$ cat src/rtl/move_sequencer_if.sv
// Move-command handshake between the solver move queue and the move sequencer.
// The queue side uses the master modport; the sequencer uses the slave modport.
interface move_sequencer_if;
  logic       cmd_valid;
  logic       cmd_ready;
  logic [2:0] cmd_face;
  logic       cmd_dir;
  logic       cmd_half;

  modport master (
    output cmd_valid,
    output cmd_face,
    output cmd_dir,
    output cmd_half,
    input  cmd_ready
  );

  modport slave (
    input  cmd_valid,
    input  cmd_face,
    input  cmd_dir,
    input  cmd_half,
    output cmd_ready
  );
endinterface

$ cat src/rtl/move_sequencer.sv
// Runs one cube-face turn at a time on six stepper drivers: enable, settle, step, hold, done.
// Optional MOVE_SEQUENCER_RAMP_EN stretches STEP_LO to 3 ticks on the first/last 4 pulses.
module move_sequencer #(
  parameter int TICK_DIV          = 62500,
  parameter int STEPS_PER_QUARTER = 50,
  parameter int SETTLE_TICKS      = 4
) (
  input  logic               clock,
  input  logic               reset,
  move_sequencer_if.slave    cmd,
  output logic               o_busy,
  output logic               o_done,
  output logic               o_error,
  output logic [5:0]         o_step,
  output logic [5:0]         o_dir,
  output logic [5:0]         o_enable
);

  localparam int TICK_W    = $clog2(TICK_DIV);
  // Extra headroom so the ramp comparison (count + 4) never overflows.
  localparam int STEP_W    = $clog2(2 * STEPS_PER_QUARTER + 5);
  localparam int PHASE_MAX = (SETTLE_TICKS > 3) ? SETTLE_TICKS : 3;
  localparam int PHASE_W   = $clog2(PHASE_MAX + 1);

  localparam logic [TICK_W-1:0]  LAST_TICK    = TICK_W'(TICK_DIV - 1);
  localparam logic [STEP_W-1:0]  N_QUARTER    = STEP_W'(STEPS_PER_QUARTER);
  localparam logic [STEP_W-1:0]  N_HALF       = STEP_W'(2 * STEPS_PER_QUARTER);
  localparam logic [PHASE_W-1:0] SETTLE_LAST  = PHASE_W'(SETTLE_TICKS - 1);

  typedef enum logic [2:0] {
    S_IDLE,
    S_ENABLE,
    S_STEP_HI,
    S_STEP_LO,
    S_HOLD
  } state_t;

  state_t              r_state;
  state_t              w_next_state;
  logic [TICK_W-1:0]   r_tick_cnt;
  logic [PHASE_W-1:0]  r_phase_cnt;
  logic [STEP_W-1:0]   r_step_cnt;
  logic [2:0]          r_face;
  logic                r_dir;
  logic                r_half;
  logic                r_done;
  logic                r_error;

  logic                w_accept;
  logic                w_legal;
  logic                w_tick;
  logic                w_ramp;
  logic                w_phase_last;
  logic [PHASE_W-1:0]  w_phase_max;
  logic [STEP_W-1:0]   w_target;
  logic [5:0]          w_face_onehot;

  assign w_accept      = cmd.cmd_valid && (r_state == S_IDLE);
  assign w_legal       = cmd.cmd_face < 3'd6;
  assign w_tick        = (r_state != S_IDLE) && (r_tick_cnt == LAST_TICK);
  assign w_target      = r_half ? N_HALF : N_QUARTER;
  assign w_face_onehot = 6'b000001 << r_face;

`ifdef MOVE_SEQUENCER_RAMP_EN
  // In STEP_LO the counter already holds the 1-based number of the pulse just emitted.
  assign w_ramp = (r_step_cnt <= STEP_W'(4)) || ((r_step_cnt + STEP_W'(4)) > w_target);
`else
  assign w_ramp = 1'b0;
`endif

  // NOTE: every signal assigned in an always_comb gets a default first so no latch is inferred.
  always_comb begin
    w_phase_max = SETTLE_LAST;
    if (r_state == S_STEP_LO) begin
      w_phase_max = w_ramp ? PHASE_W'(2) : PHASE_W'(0);
    end
  end

  assign w_phase_last = (r_phase_cnt == w_phase_max);

  // NOTE: sequential state uses non-blocking assignments so all registers update together.
  always_ff @(posedge clock) begin
    if (reset) begin
      r_state <= S_IDLE;
    end else begin
      r_state <= w_next_state;
    end
  end

  always_comb begin
    w_next_state = r_state;
    case (r_state)
      S_IDLE:    if (w_accept && w_legal)     w_next_state = S_ENABLE;
      S_ENABLE:  if (w_tick && w_phase_last)  w_next_state = S_STEP_HI;
      S_STEP_HI: if (w_tick)                  w_next_state = S_STEP_LO;
      S_STEP_LO: if (w_tick && w_phase_last)
                   w_next_state = (r_step_cnt < w_target) ? S_STEP_HI : S_HOLD;
      S_HOLD:    if (w_tick && w_phase_last)  w_next_state = S_IDLE;
      default:                                w_next_state = S_IDLE;
    endcase
  end

  // Pin outputs decode straight from the state, so they drop on the same edge IDLE is entered.
  always_comb begin
    cmd.cmd_ready = 1'b0;
    o_busy        = 1'b0;
    o_step        = 6'b0;
    o_dir         = 6'b0;
    o_enable      = 6'b0;
    if (r_state == S_IDLE) begin
      cmd.cmd_ready = 1'b1;
    end else begin
      o_busy   = 1'b1;
      o_enable = w_face_onehot;
      o_dir    = r_dir ? w_face_onehot : 6'b0;
      if (r_state == S_STEP_HI) begin
        o_step = w_face_onehot;
      end
    end
  end

  assign o_done  = r_done;
  assign o_error = r_error;

  always_ff @(posedge clock) begin
    if (reset) begin
      r_tick_cnt  <= '0;
      r_phase_cnt <= '0;
      r_step_cnt  <= '0;
      r_face      <= '0;
      r_dir       <= 1'b0;
      r_half      <= 1'b0;
      r_done      <= 1'b0;
      r_error     <= 1'b0;
    end else begin
      r_done  <= 1'b0;
      r_error <= 1'b0;
      if (w_accept) begin
        r_tick_cnt  <= '0;
        r_phase_cnt <= '0;
        r_step_cnt  <= '0;
        if (w_legal) begin
          r_face <= cmd.cmd_face;
          r_dir  <= cmd.cmd_dir;
          r_half <= cmd.cmd_half;
        end else begin
          r_error <= 1'b1;
        end
      end else if (r_state != S_IDLE) begin
        r_tick_cnt <= w_tick ? '0 : r_tick_cnt + TICK_W'(1);
        if (w_tick) begin
          // STEP_HI lasts exactly one tick; the other states count ticks in r_phase_cnt.
          if (r_state == S_STEP_HI) begin
            r_step_cnt <= r_step_cnt + STEP_W'(1);
          end else begin
            r_phase_cnt <= w_phase_last ? '0 : r_phase_cnt + PHASE_W'(1);
          end
          if ((r_state == S_HOLD) && w_phase_last) begin
            r_done <= 1'b1;
          end
        end
      end
    end
  end

endmodule

$ cat src/flat_wrapper.sv
// flat-port wrapper written by rule: the top's interface ports become plain ports
module move_sequencer_flat 
#(
  parameter int TICK_DIV          = 62500,
  parameter int STEPS_PER_QUARTER = 50,
  parameter int SETTLE_TICKS      = 4
)
  (clock, reset, o_busy, o_done, o_error, o_step, o_dir, o_enable, cmd_cmd_valid, cmd_cmd_face, cmd_cmd_dir, cmd_cmd_half, cmd_cmd_ready);
  move_sequencer_if cmd_i ();
  input  logic clock;
  input  logic reset;
  output logic o_busy;
  output logic o_done;
  output logic o_error;
  output logic [5:0] o_step;
  output logic [5:0] o_dir;
  output logic [5:0] o_enable;
  input wire logic [$bits(cmd_i.cmd_valid)-1:0] cmd_cmd_valid;
  input wire logic [$bits(cmd_i.cmd_face)-1:0] cmd_cmd_face;
  input wire logic [$bits(cmd_i.cmd_dir)-1:0] cmd_cmd_dir;
  input wire logic [$bits(cmd_i.cmd_half)-1:0] cmd_cmd_half;
  output wire logic [$bits(cmd_i.cmd_ready)-1:0] cmd_cmd_ready;
  assign cmd_i.cmd_valid = cmd_cmd_valid;
  assign cmd_i.cmd_face = cmd_cmd_face;
  assign cmd_i.cmd_dir = cmd_cmd_dir;
  assign cmd_i.cmd_half = cmd_cmd_half;
  assign cmd_cmd_ready = cmd_i.cmd_ready;
  move_sequencer #(.TICK_DIV(TICK_DIV), .STEPS_PER_QUARTER(STEPS_PER_QUARTER), .SETTLE_TICKS(SETTLE_TICKS)) u_core (.clock(clock), .reset(reset), .cmd(cmd_i), .o_busy(o_busy), .o_done(o_done), .o_error(o_error), .o_step(o_step), .o_dir(o_dir), .o_enable(o_enable));
endmodule
$ cat config.mk
export PLATFORM = sky130hd
export DESIGN_NAME = move_sequencer_flat
export DESIGN_NICKNAME = d
export VERILOG_FILES = /design/src/rtl/move_sequencer_if.sv /design/src/rtl/move_sequencer.sv /design/src/flat_wrapper.sv
export SDC_FILE = /design/constraint.sdc
export NUM_CORES = 1
export LEC_CHECK = 0
export ABC_CLOCK_PERIOD_IN_PS = 3200
export CAP_MARGIN = 20
export CORE_MARGIN = 1.5
export CORE_UTILIZATION = 45
export CTS_CLUSTER_SIZE = 12
export DETAILED_ROUTE_END_ITERATION = 7
export PLACE_DENSITY = 0.68
export SKIP_CTS_REPAIR_TIMING = 1
export SLEW_MARGIN = 0
export SYNTH_ARGS = -nofsm -noshare
export SYNTH_HDL_FRONTEND = slang
export SYNTH_SLANG_ARGS = --single-unit
$ cat constraint.sdc
create_clock -name clock -period 3.2 [get_ports clock]
set_input_delay 0.48 -clock clock [delete_from_list [all_inputs] [get_ports clock]]
set_output_delay 0.48 -clock clock [all_outputs]
set_load 0.02 [all_outputs]
=== After elaboration in Yosys (flattened, before gate mapping) ===
Cells that the tools add are included.

* Add/sub/neg operators: 3
* Order comparisons: 2
* Equality and inequality tests: 11
* Shift-type cells: 1
* Multiplexer cells: 20
* Bitwise logic cells: 4
* Reductions and logical operators: 14

{| class="wikitable"
|+ Operators with widths
! operator !! number
|-
| $mux W6 || 5
|-
| $mux W3 || 7
|-
| $add A16 B1 Y16 const B || 1
|-
| $eq A16 B16 Y1 const B || 1
|-
| $mux W16 || 1
|-
| $pmux W3 S5 || 1
|-
| $add A7 B1 Y7 const B || 1
|-
| $lt A7 B7 Y1 || 1
|-
| $mux W7 || 1
|-
| $eq A3 B2 Y1 const B || 2
|-
| $ne A2 B1 Y1 const B || 3
|-
| $reduce_and A3 Y1 || 2
|-
| $shl A1 B3 Y6 const A || 1
|-
| $logic_and A1 B1 Y1 || 5
|-
| $reduce_and A5 Y1 || 1
|-
| $mux W1 || 4
|-
| $ne A2 B2 Y1 const B || 2
|-
| $not A1 Y1 || 4
|-
| $reduce_or A2 Y1 || 2
|-
| $reduce_or A4 Y1 || 1
|-
| $add A3 B1 Y3 const B || 1
|-
| $eq A3 B1 Y1 const B || 1
|-
| $eq A3 B3 Y1 || 1
|-
| $eq A3 B3 Y1 const B || 1
|-
| other kinds (5) || 5
|}

* Register bits: 36
* Bits of input ports: 8
* Output and inout port bits: 22

=== Longest topological paths before layout ===
* Depth in word-level cells: 6
* Gate-level depth with buffers: 6

=== Worst setup path after synthesis ===
Ideal clock, no wire load.

* Path type: flip-flop to output port
* Start: register u_core.r_state[2]
* End: output o_enable[0]
* Data arrival time: 1,479 ps
* Required time: 2,720 ps
* Setup slack: 1,241 ps
* Cell stages (with the launch flop): 6
* Path buffers: 1
* Path through: dfxtp_1 -> nor3_1 -> clkbuf_1 -> inv_2 -> nand2b_1 -> nor2_1

* Word-level cells in the longest chain between the ends: 2

{| class="wikitable"
|+ RTL lines
! what !! line !! source
|-
| from (decl) || move_sequencer.sv:38 || <nowiki>state_t r_state;</nowiki>
|-
| from (signal assigned) || move_sequencer.sv:86 || <nowiki>r_state <= w_next_state;</nowiki>
|-
| $logic_not A3 Y1 || move_sequencer.sv:110 || <nowiki>if (r_state == S_IDLE) begin</nowiki>
|-
| $mux W6 || move_sequencer.sv:110 ||
|-
| to (decl) || flat_wrapper.sv:17 || <nowiki>output logic [5:0] o_enable;</nowiki>
|}

No other way between the ends.

=== Worst setup path in the final report ===
* Start: register u_core.r_state[1]
* End: output o_step[3]

* Word-level cells in the longest chain between the ends: 3
* Elaborated cells between the ends (all ways): 4
* Classes of those cells: eq/ne (1); mux (2); reduce/logical (1)

{| class="wikitable"
|+ RTL lines
! what !! line !! source
|-
| $eq A3 B2 Y1 || move_sequencer.sv:116 || <nowiki>if (r_state == S_STEP_HI) begin</nowiki>
|-
| $mux W6 || move_sequencer.sv:116 ||
|-
| $mux W6 (*) || move_sequencer.sv:110 ||
|-
| to (decl) || flat_wrapper.sv:15 || <nowiki>output logic [5:0] o_step;</nowiki>
|}

Every way passes the cells marked *; elsewhere a longest branch is shown, timed or not.

==> results_dict.tcl <==
set metrics [dict create \
    outcome "finished clean" \
    h-tree-depth 2 \
    postSynthAreaPerCell_um2 7.99 \
    worstMarginPinSlew_ps 944 \
    crit_arrival_ps 2330 \
    fin_setup_tns_ps 0 \
    synth_enable_flop_cells 0 \
    min_path_cells 2 \
    syn_area_um2 2050 \
    stdcell_count 334 \
    ys.flop_type "dfxtp_1" \
    clock_sinks 36 \
    timing.hold.ws_ps 482 \
    power_density_nw_per_um2 358 \
    fin_crit_ps 2810 \
    dpl.hpwl_mm 3.53 \
    ys_async_sr_fraction 0 \
    antenna_cells 0 \
    pre_cts_slack_ps 445 \
    critical_path_class "flip-flop to output pin" \
    wl_per_cell_um 14.4 \
    start_kind "flip-flop" \
    track_usage 0.207 \
    post_dp_cell_area_um2 2370 \
    timing.final.ws_setup_ps 386 \
    fmax_ghz 0.355 \
    maxSlewViolCount 0 \
    placementRows 24 \
    cts_root_buf "clkbuf_8" \
    crit_required_ps 2720 \
    cp_top_family "simple AND/OR/NAND/NOR gates" \
    cp_num_cells 4 \
    numPortBuffers 29 \
    mostFrequentLayoutCell "dfxtp_1" \
    vias_per_cell 5.76 \
    switching_share 0.251 \
    fp.dieW_um 70.4 \
    grt_start_max_net_pins 18 \
    die_area_um2 4960 \
    cpPeakStageDelay_ps 610 \
    clockBufferDepth 2 \
    wirelength_mm 4.82 \
    seqPwrFrac 0.526 \
    io_pins 30 \
    final_cell_mix "dfxtp_1, nor2_1, clkdlybuf4s50_1" \
    grt_pass1_vias 1839 \
    ant_nets 0 \
    cp_cell_sequence "nor3b_1, nand2_1, nor2_1, clkdlybuf4s50_1" \
    reg2reg_depth 5 \
    hp-class "flip-flop to flip-flop" \
    setup_viol 0 \
    ir_worst_vdd_mv 0.155 \
    total_leakage_power_nw 0.827 \
    grt.overflow.total 0 \
    clk_latency_ps 290 \
    grt_pass1_wl_mm 8.36 \
    fillCellCount 407 \
    gp_congestion 0.907 \
    antenna_found_initial 0 \
    yosys_warnings 0 \
    power_frac_comb 0.091 \
    core_area_um2 4350 \
    fin_crit_sh 0.879 \
    postLayoutCellArea_um2 2460 \
    vias 1925 \
    syn_nets 270 \
    die_y_um 70.4 \
    place_inst 326 \
    yosysTopAreaCellShare 0.352 \
    synth_area_leader_cell "dfxtp_1" \
    synthCells 256 \
    syn2layout_area_growth_pct 20.4 \
    drc 0 \
    fin_util 0.566 \
    cts_tree "done" \
    yosysSeqAreaShare 0.352 \
    finalClockSkew_ps 6.76 \
    nets 295 \
    max-slew-margin-rel 0.367 \
    hold_viol_final 0 \
    synth_cell_types 46 \
    cts_made_buffers 5 \
    crit_buf_inv 1 \
    rsz0062_at_grt "no" \
    clkPwrFrac 0.383 \
    drv_cap 0 \
    critPathSlowestCell "nor3b_1" \
    dr.pass1.iters 4 \
    endpoint_kind "output pin" \
    drt_iter0_drc 160 \
    p_int_uw 660 \
    p_switching_uw 221 \
    initial_utilization 0.470 \
    ys_seq_elements 36 \
    p_total_uw 881 \
    cp_max_fo 13 \
    clkTransAtPathRegs_ps 70 \
    layout-drive-gt1-share 0.0745 \
    ys_top_cells_by_area "dfxtp_1, nor2_1, nand2_1" \
]
==> tightest hold or removal path, cell delays in order, from the launching register on <==
cell	delay, ps
dfxtp_1	330
nand2_1	60
mux2i_1	50
==> kinds of logic after synthesis <==
kind of cell | after synthesis | synth area share
simple gates | 139 | 0.378
fa+ha+maj | 6 | 0.0367
xor+xnor | 8 | 0.0343
mux | 9 | 0.0440
flops | 36 | 0.352
buf+inv | 21 | 0.0410
compound gates | 37 | 0.114
==> worst paths after layout <==
path,slack [ps],endpoint,start
max,390,o_step[3],u_core.r_state[1]
min,480,u_core.r_step_cnt[6],u_core.r_step_cnt[6]
max reg2reg,870,u_core.r_tick_cnt[13],u_core.r_state[2]
min reg2reg,480,u_core.r_step_cnt[6],u_core.r_step_cnt[6]
==> synth_stat cells (4+ instances only) <==
cell type / n
a21oi_1: 14
and4_1: 4
buf_2: 4
clkbuf_1: 9
dfxtp_1: 36
ha_1: 6
inv_1: 5
mux2i_1: 9
nand2_1: 25
nand2b_1: 4
nand3_1: 9
nand4_1: 11
nor2_1: 33
nor3_1: 12
nor4b_1: 4
o211ai_1: 4
o21ai_0: 6
or3_1: 10
or4_1: 4
xnor2_1: 5
==> state kept, by name, summed over array words and instances, names as in the netlist <==
signal and flops:
u_core.r_step_cnt 7, u_core.r_state 3, u_core.r_dir 1, u_core.r_phase_cnt 3, u_core.r_tick_cnt 16, u_core.r_face 3
u_core.o_done 1, u_core.r_half 1, u_core.o_error 1
==> per-layer routing <==
metal,global-route usage,up-vias,routed length [µm]
met5,0,-,0
met1,0.271,904,2380
met3,0.0462,8,131
met2,0.326,30,2250
li1,-,983,-
met4,0.0855,0,67
==> final cells by class <==
cell class,count,area [µm²],share of cell area
clock buffer,6,82.6,0.0335
tap,52,65.1,0.0264
multi-input combinational,199,1240,0.504
clock inverter,2,10.0,0.00407
sequential,36,721,0.293
timing repair buffer,33,320,0.130
inverter,6,22.5,0.00915
==> power groups by stage <==
stage / registers, mW / clock network (mW) / logic (mW)
after floorplan: 0.469 / 0 / 0.0543
after global placement: 0.474 / 0 / 0.0808
after detailed placement: 0.474 / 0 / 0.0809
after CTS: 0.464 / 0.346 / 0.0810
after global routing: 0.465 / 0.365 / 0.0899
final: 0.464 / 0.337 / 0.0802
(Power assumes the default switching activity.)
